`src/rtl/tx_burst_packer.sv`:
```
// FIFO-backed burst packer feeding the UDP stack: buffers a sample stream and replays it as
// gapless BURST_LEN-word bursts separated by a hold-off. PACKER_TIMEOUT_EN enables idle flush of partial bursts.
module tx_burst_packer #(
    parameter int DATA_SIZE = 16,
    parameter int DEPTH     = 64,
    parameter int BURST_LEN = 32,
    parameter int HOLDOFF   = 2048,
    parameter int TIMEOUT   = 100000
) (
    input  logic                   clk,
    input  logic                   rst_n,
    input  logic                   in_valid,
    input  logic [DATA_SIZE-1:0]   in_data,
    output logic                   in_ready,
    output logic                   axiov,
    output logic [DATA_SIZE-1:0]   axiod,
    output logic [$clog2(DEPTH):0] fill_level,
    output logic                   overflow,
    output logic [15:0]            drop_count,
    output logic [15:0]            burst_count
);

    localparam int AW = $clog2(DEPTH);
    localparam int FW = AW + 1;
    localparam int HW = (HOLDOFF > 1) ? $clog2(HOLDOFF) : 1;

    generate
        if (BURST_LEN < 1 || BURST_LEN > DEPTH || HOLDOFF < 1 || TIMEOUT < 1) begin : g_param_check
            $error("tx_burst_packer: invalid parameter set");
        end
    endgenerate

    typedef enum logic [1:0] {FILL, SEND, HOLD} state_t;

    state_t                 state_reg;
    logic [DATA_SIZE-1:0]   mem [DEPTH];
    logic [AW-1:0]          wr_ptr_reg;
    logic [AW-1:0]          rd_ptr_reg;
    logic [FW-1:0]          count_reg;
    logic [FW-1:0]          count_next;
    logic [FW-1:0]          burst_len_q;
    logic [FW-1:0]          send_cnt_reg;
    logic [HW-1:0]          hold_cnt_reg;
    logic                   axiov_reg;
    logic [DATA_SIZE-1:0]   axiod_reg;
    logic                   overflow_reg;
    logic [15:0]            drop_count_reg;
    logic [15:0]            burst_count_reg;
    logic                   push;
    logic                   pop;
    logic                   drop;

`ifdef PACKER_TIMEOUT_EN
    localparam int TW = $clog2(TIMEOUT + 1);
    logic [TW-1:0]          idle_cnt_reg;
`endif

    // in_ready is forced low while reset is held so nothing is pushed into a FIFO being cleared
    assign in_ready    = rst_n & (count_reg != FW'(DEPTH));
    assign push        = in_valid & in_ready;
    assign drop        = in_valid & ~in_ready;
    assign pop         = (state_reg == SEND);

    assign axiov       = axiov_reg;
    assign axiod       = axiod_reg;
    assign fill_level  = count_reg;
    assign overflow    = overflow_reg;
    assign drop_count  = drop_count_reg;
    assign burst_count = burst_count_reg;

    always_comb begin
        count_next = count_reg;
        if (push && !pop) begin
            count_next = count_reg + FW'(1);
        end else if (!push && pop) begin
            count_next = count_reg - FW'(1);
        end
    end

    always_ff @(posedge clk) begin
        if (push) begin
            mem[wr_ptr_reg] <= in_data;
        end
    end

    always_ff @(posedge clk or negedge rst_n) begin
        if (!rst_n) begin
            wr_ptr_reg <= '0;
            rd_ptr_reg <= '0;
            count_reg  <= '0;
        end else begin
            if (push) begin
                wr_ptr_reg <= wr_ptr_reg + AW'(1);
            end
            if (pop) begin
                rd_ptr_reg <= rd_ptr_reg + AW'(1);
            end
            count_reg <= count_next;
        end
    end

    always_ff @(posedge clk or negedge rst_n) begin
        if (!rst_n) begin
            overflow_reg   <= 1'b0;
            drop_count_reg <= '0;
        end else begin
            overflow_reg <= drop;
            if (drop && drop_count_reg != 16'hFFFF) begin
                drop_count_reg <= drop_count_reg + 16'd1;
            end
        end
    end

    // FILL looks at count_next so the burst starts the cycle after the push that completes it
    always_ff @(posedge clk or negedge rst_n) begin
        if (!rst_n) begin
            state_reg       <= FILL;
            burst_len_q     <= '0;
            send_cnt_reg    <= '0;
            hold_cnt_reg    <= '0;
            axiov_reg       <= 1'b0;
            axiod_reg       <= '0;
            burst_count_reg <= '0;
`ifdef PACKER_TIMEOUT_EN
            idle_cnt_reg    <= '0;
`endif
        end else begin
            axiov_reg <= pop;
            axiod_reg <= pop ? mem[rd_ptr_reg] : '0;
            case (state_reg)
                FILL: begin
                    if (count_next >= FW'(BURST_LEN)) begin
                        burst_len_q  <= FW'(BURST_LEN);
                        send_cnt_reg <= '0;
                        state_reg    <= SEND;
`ifdef PACKER_TIMEOUT_EN
                        idle_cnt_reg <= '0;
                    end else if (push || count_reg == '0) begin
                        idle_cnt_reg <= '0;
                    end else if (idle_cnt_reg == TW'(TIMEOUT - 1)) begin
                        burst_len_q  <= count_reg;
                        send_cnt_reg <= '0;
                        idle_cnt_reg <= '0;
                        state_reg    <= SEND;
                    end else begin
                        idle_cnt_reg <= idle_cnt_reg + TW'(1);
`endif
                    end
                end
                SEND: begin
                    if (send_cnt_reg == burst_len_q - FW'(1)) begin
                        state_reg       <= HOLD;
                        hold_cnt_reg    <= HW'(HOLDOFF - 1);
                        burst_count_reg <= burst_count_reg + 16'd1;
                    end else begin
                        send_cnt_reg <= send_cnt_reg + FW'(1);
                    end
                end
                HOLD: begin
                    if (hold_cnt_reg == '0) begin
                        state_reg <= FILL;
                    end else begin
                        hold_cnt_reg <= hold_cnt_reg - HW'(1);
                    end
                end
                default: state_reg <= FILL;
            endcase
        end
    end

endmodule

```
`config.mk`:
```
export PLATFORM = sky130hd
export DESIGN_NAME = tx_burst_packer
export DESIGN_NICKNAME = d
export VERILOG_FILES = /design/src/rtl/tx_burst_packer.sv
export SDC_FILE = /design/constraint.sdc
export NUM_CORES = 1
export LEC_CHECK = 0
export BUFFER_PORTS_ARGS = -buffer_cell sky130_fd_sc_hd__buf_2
export CORE_MARGIN = 5
export CORE_UTILIZATION = 41
export CTS_BUF_LIST = sky130_fd_sc_hd__clkbuf_16
export DETAILED_ROUTE_END_ITERATION = 16
export PLACE_DENSITY_LB_ADDON = 0.3
export SYNTH_ARGS = -nofsm -noshare
export SYNTH_HDL_FRONTEND = slang
export SYNTH_SLANG_ARGS = --single-unit
```
`constraint.sdc`:
```
create_clock -name clk -period 9 [get_ports clk]
set_input_delay 2.7 -clock clk [delete_from_list [all_inputs] [get_ports clk]]
set_output_delay 2.7 -clock clk [all_outputs]
set_load 0.03 [all_outputs]
```
==> flow_summary.toml <==
[final_layout]
seqCellArea_mm2 = 0.03301
largest_register_ffs = 1024
drive_gt1_frac = 0.2314
design.final.nets = 2361
top_reg_by_flops = "mem"
syn_to_final_growth_pct = 13.57
multiInputGateArea_mm2 = 0.009615
final.fill_count = 8689

[timing]
maxSlewViolCount = 0
clock.fmax_ghz = 0.1614
tns_ns = 0
relSlewSlack = 0.01212
setup_viol = 0
report.final.hold_viol_count = 0
shortest_period_the_worst_path_allows_ns = 6.196
final.period_utilization = 0.6885
skew_ns = 0.02412
slew_of_the_pin_with_the_lowest_slew_margin_ns = 1.444
grt_setup_unrepaired = "no"
final.hold.worst_slack_ns = 0.4629

[clock_tree]
cts.repair.resized = 0
clockRootBuffer = "sky130_fd_sc_hd__clkbuf_16"
cts.clk_slew.worst_paths_ns = 0.06
clock_sink_count = 1114
cts.htree.levels = 3
insertion_delay_ns = 0.68
cts_max_path_buffers = 3
tritoncts = "built"
tritoncts.num_buffers = 109
postCtsHoldBufs = 0
cts.repair_timing.setup_buffer_count = 0

[synthesis]
netlist_area_mm2 = 0.04323
synth.yosys.seq_area_share = 0.7634
synth-seq-cells = 1114
yosysWarnings = 0
synth.lib_cells_used.distinct = 63
synth_ff_type = "sky130_fd_sc_hd__edfxtp_1"
synth_fp_nets = 2181
post_synth_inst_count = 2150
asyncSetResetFlopFracSynth = 0.08079
synthesis.area_per_instance_um2 = 20.11
synth_enable_flop_cells = 1024

[global_routing]
global_route.usage.total = 0.1856
grt-ovfl-total = 0
first_global_vias = 22180
grt_pass1_wl_um = 153400
antenna_violations_before_repair = 3
grt_start_max_net_pins = 96

[detailed_routing]
drcViolationCount = 0
drt_iter0_markers = 2072
wirelength_um = 105200
detail-route-antenna-nets = 0
avgViaCountPerCell = 5.694
detail_route.first_pass.iterations = 5
vias = 21680
route.detailed.wl_per_inst_um = 27.62

[floorplan]
core_region_area_mm2 = 0.1050
start_util = 0.4118
die_w_um = 334.7
area_of_the_die_mm2 = 0.1120
ios = 77
rows = 119
chipHeight_um = 334.7

[pwr]
worst_vdd_ir_mv = 0.2220
p_leak_nw = 15.73
cellPowerDensity_mw_per_mm2 = 216.4

[placement]
routabilityCongestion = 0.8283
port_buffers = 76
dp.final_hpwl_um = 61940

[setup_path]
setup.worst_path.end_class = "output port"
worstPathCellList = "buf_4 -> o21ai_0 -> inv_1 -> buf_2"
worstPathMaxFanout = 20
path_class = "in2out"
critical_path.slowest_cell = "sky130_fd_sc_hd__o21ai_0"
required_ns = 6.30
critical_path.max_stage_delay_ns = 0.25
worstSetupStartpointType = "input pin"
arrival_ns = 3.50

[job]
max_cap_viol_count = 1

[worst_hold_path]
hp-class = "reg2reg"

[run_status]
failed_checks = "capacitance limit"
status = "finished, violations left"
## cell type report
cell class                 instances  share of cell area
antenna                            1          0.00005097
clock buffer                     111             0.05657
clock inverter                    86             0.01358
inverter                          11           0.0008410
multi-input combinational        909              0.1958
sequential                      1114              0.6724
tap                             1391             0.03545
timing repair buffer             185             0.02523
## Yosys cell counts, types with 7 or more instances
cell	instances	area share
sky130_fd_sc_hd__inv_1	10	0.00087
sky130_fd_sc_hd__edfxtp_1	1024	0.71
sky130_fd_sc_hd__buf_1	7	0.00061
sky130_fd_sc_hd__nand4_1	15	0.0022
sky130_fd_sc_hd__xnor2_1	31	0.0063
sky130_fd_sc_hd__clkbuf_1	56	0.0049
sky130_fd_sc_hd__buf_2	29	0.0034
sky130_fd_sc_hd__a22o_1	44	0.0089
sky130_fd_sc_hd__and3_1	8	0.0012
sky130_fd_sc_hd__o22ai_1	33	0.0048
sky130_fd_sc_hd__buf_6	12	0.0031
sky130_fd_sc_hd__dfrtp_1	90	0.052
sky130_fd_sc_hd__mux4_2	192	0.10
sky130_fd_sc_hd__nand2_1	46	0.0040
sky130_fd_sc_hd__nor2_1	95	0.0082
sky130_fd_sc_hd__a2111oi_2	12	0.0042
sky130_fd_sc_hd__nand3b_1	8	0.0014
sky130_fd_sc_hd__a21oi_1	45	0.0052
sky130_fd_sc_hd__ha_1	12	0.0035
sky130_fd_sc_hd__buf_4	11	0.0019
sky130_fd_sc_hd__a211oi_1	40	0.0069
sky130_fd_sc_hd__xor2_1	21	0.0043
sky130_fd_sc_hd__mux2i_1	131	0.030
sky130_fd_sc_hd__o221ai_1	33	0.0067
sky130_fd_sc_hd__a22oi_1	32	0.0056
sky130_fd_sc_hd__nand3_1	22	0.0025
## through the flow
step,power (mW),utilization,setup slack [ns],area [µm²],cells
floorplan,6.115,-,3.225,43230,2150
global placement,6.341,0.4349,2.787,45650,3610
detailed placement,6.361,0.4349,2.786,45650,3610
CTS,10.72,0.4677,2.789,49090,3807
global route,10.98,0.4677,2.689,49090,3807
finish,10.62,0.4677,2.804,49100,3808
## cell families after synthesis
family | Yosys count | share of synthesized area
mux | 323 | 0.1304
buf+inv | 127 | 0.01493
simple gates | 249 | 0.02845
flops | 1114 | 0.7634
compound gates | 273 | 0.04886
fa+ha+maj | 12 | 0.003473
xor+xnor | 52 | 0.01054
## where the power goes
part	switching (mW)	leakage, nW	internal (mW)
logic	0.311	3.56	0.103
registers	0.0798	10.4	5.76
clock network	1.89	1.78	2.49
total	2.28	15.7	8.35
## placed cells by master, fill, tap and decap left out, types with 45 or more instances in the layout
master	synthesis	layout
sky130_fd_sc_hd__dfrtp_1	90	86
sky130_fd_sc_hd__buf_2	29	75
sky130_fd_sc_hd__clkbuf_16	0	111
sky130_fd_sc_hd__nor2_1	95	93
sky130_fd_sc_hd__buf_4	11	107
sky130_fd_sc_hd__mux4_2	192	192
sky130_fd_sc_hd__a21oi_1	45	45
sky130_fd_sc_hd__nand2_1	46	46
sky130_fd_sc_hd__mux2i_1	131	131
sky130_fd_sc_hd__edfxtp_1	1024	1024
## critical path: cells and delay by family
kind | cells | cell delay (ns)
buffers and inverters | 3 | 0.55
AOI/OAI and AO/OA | 1 | 0.25
## worst paths after layout
kind | start | to | slack (ns) | depth (start not counted)
hold / removal | burst_count[15]$_DFFE_PN0P_ | burst_count[15]$_DFFE_PN0P_ | 0.46 | 1
max in group asynchronous | rst_n | rd_ptr_reg[1]$_DFFE_PN0N_ | 5.76 | 2
hold reg to reg | burst_count[15]$_DFFE_PN0P_ | burst_count[15]$_DFFE_PN0P_ | 0.46 | 1
setup reg to reg | rd_ptr_reg[0]$_DFFE_PN0N_ | axiod[0]$_DFF_PN0_ | 4.84 | 6
setup / recovery | rst_n | in_ready | 2.80 | 4
min in group asynchronous | rst_n | drop_count[12]$_DFFE_PN0P_ | 1.88 | 1
## routing by layer
| layer | up-vias | share of wire | GRT usage |
|---|---|---|---|
| li1 | 9250 | - | - |
| met1 | 11440 | 0.41 | 0.2603 |
| met2 | 829 | 0.48 | 0.2987 |
| met3 | 160 | 0.078 | 0.03930 |
| met4 | 0 | 0.027 | 0.05125 |
| met5 | - | 0 | 0 |
No activity file was read; power rests on OpenSTA's default activity.
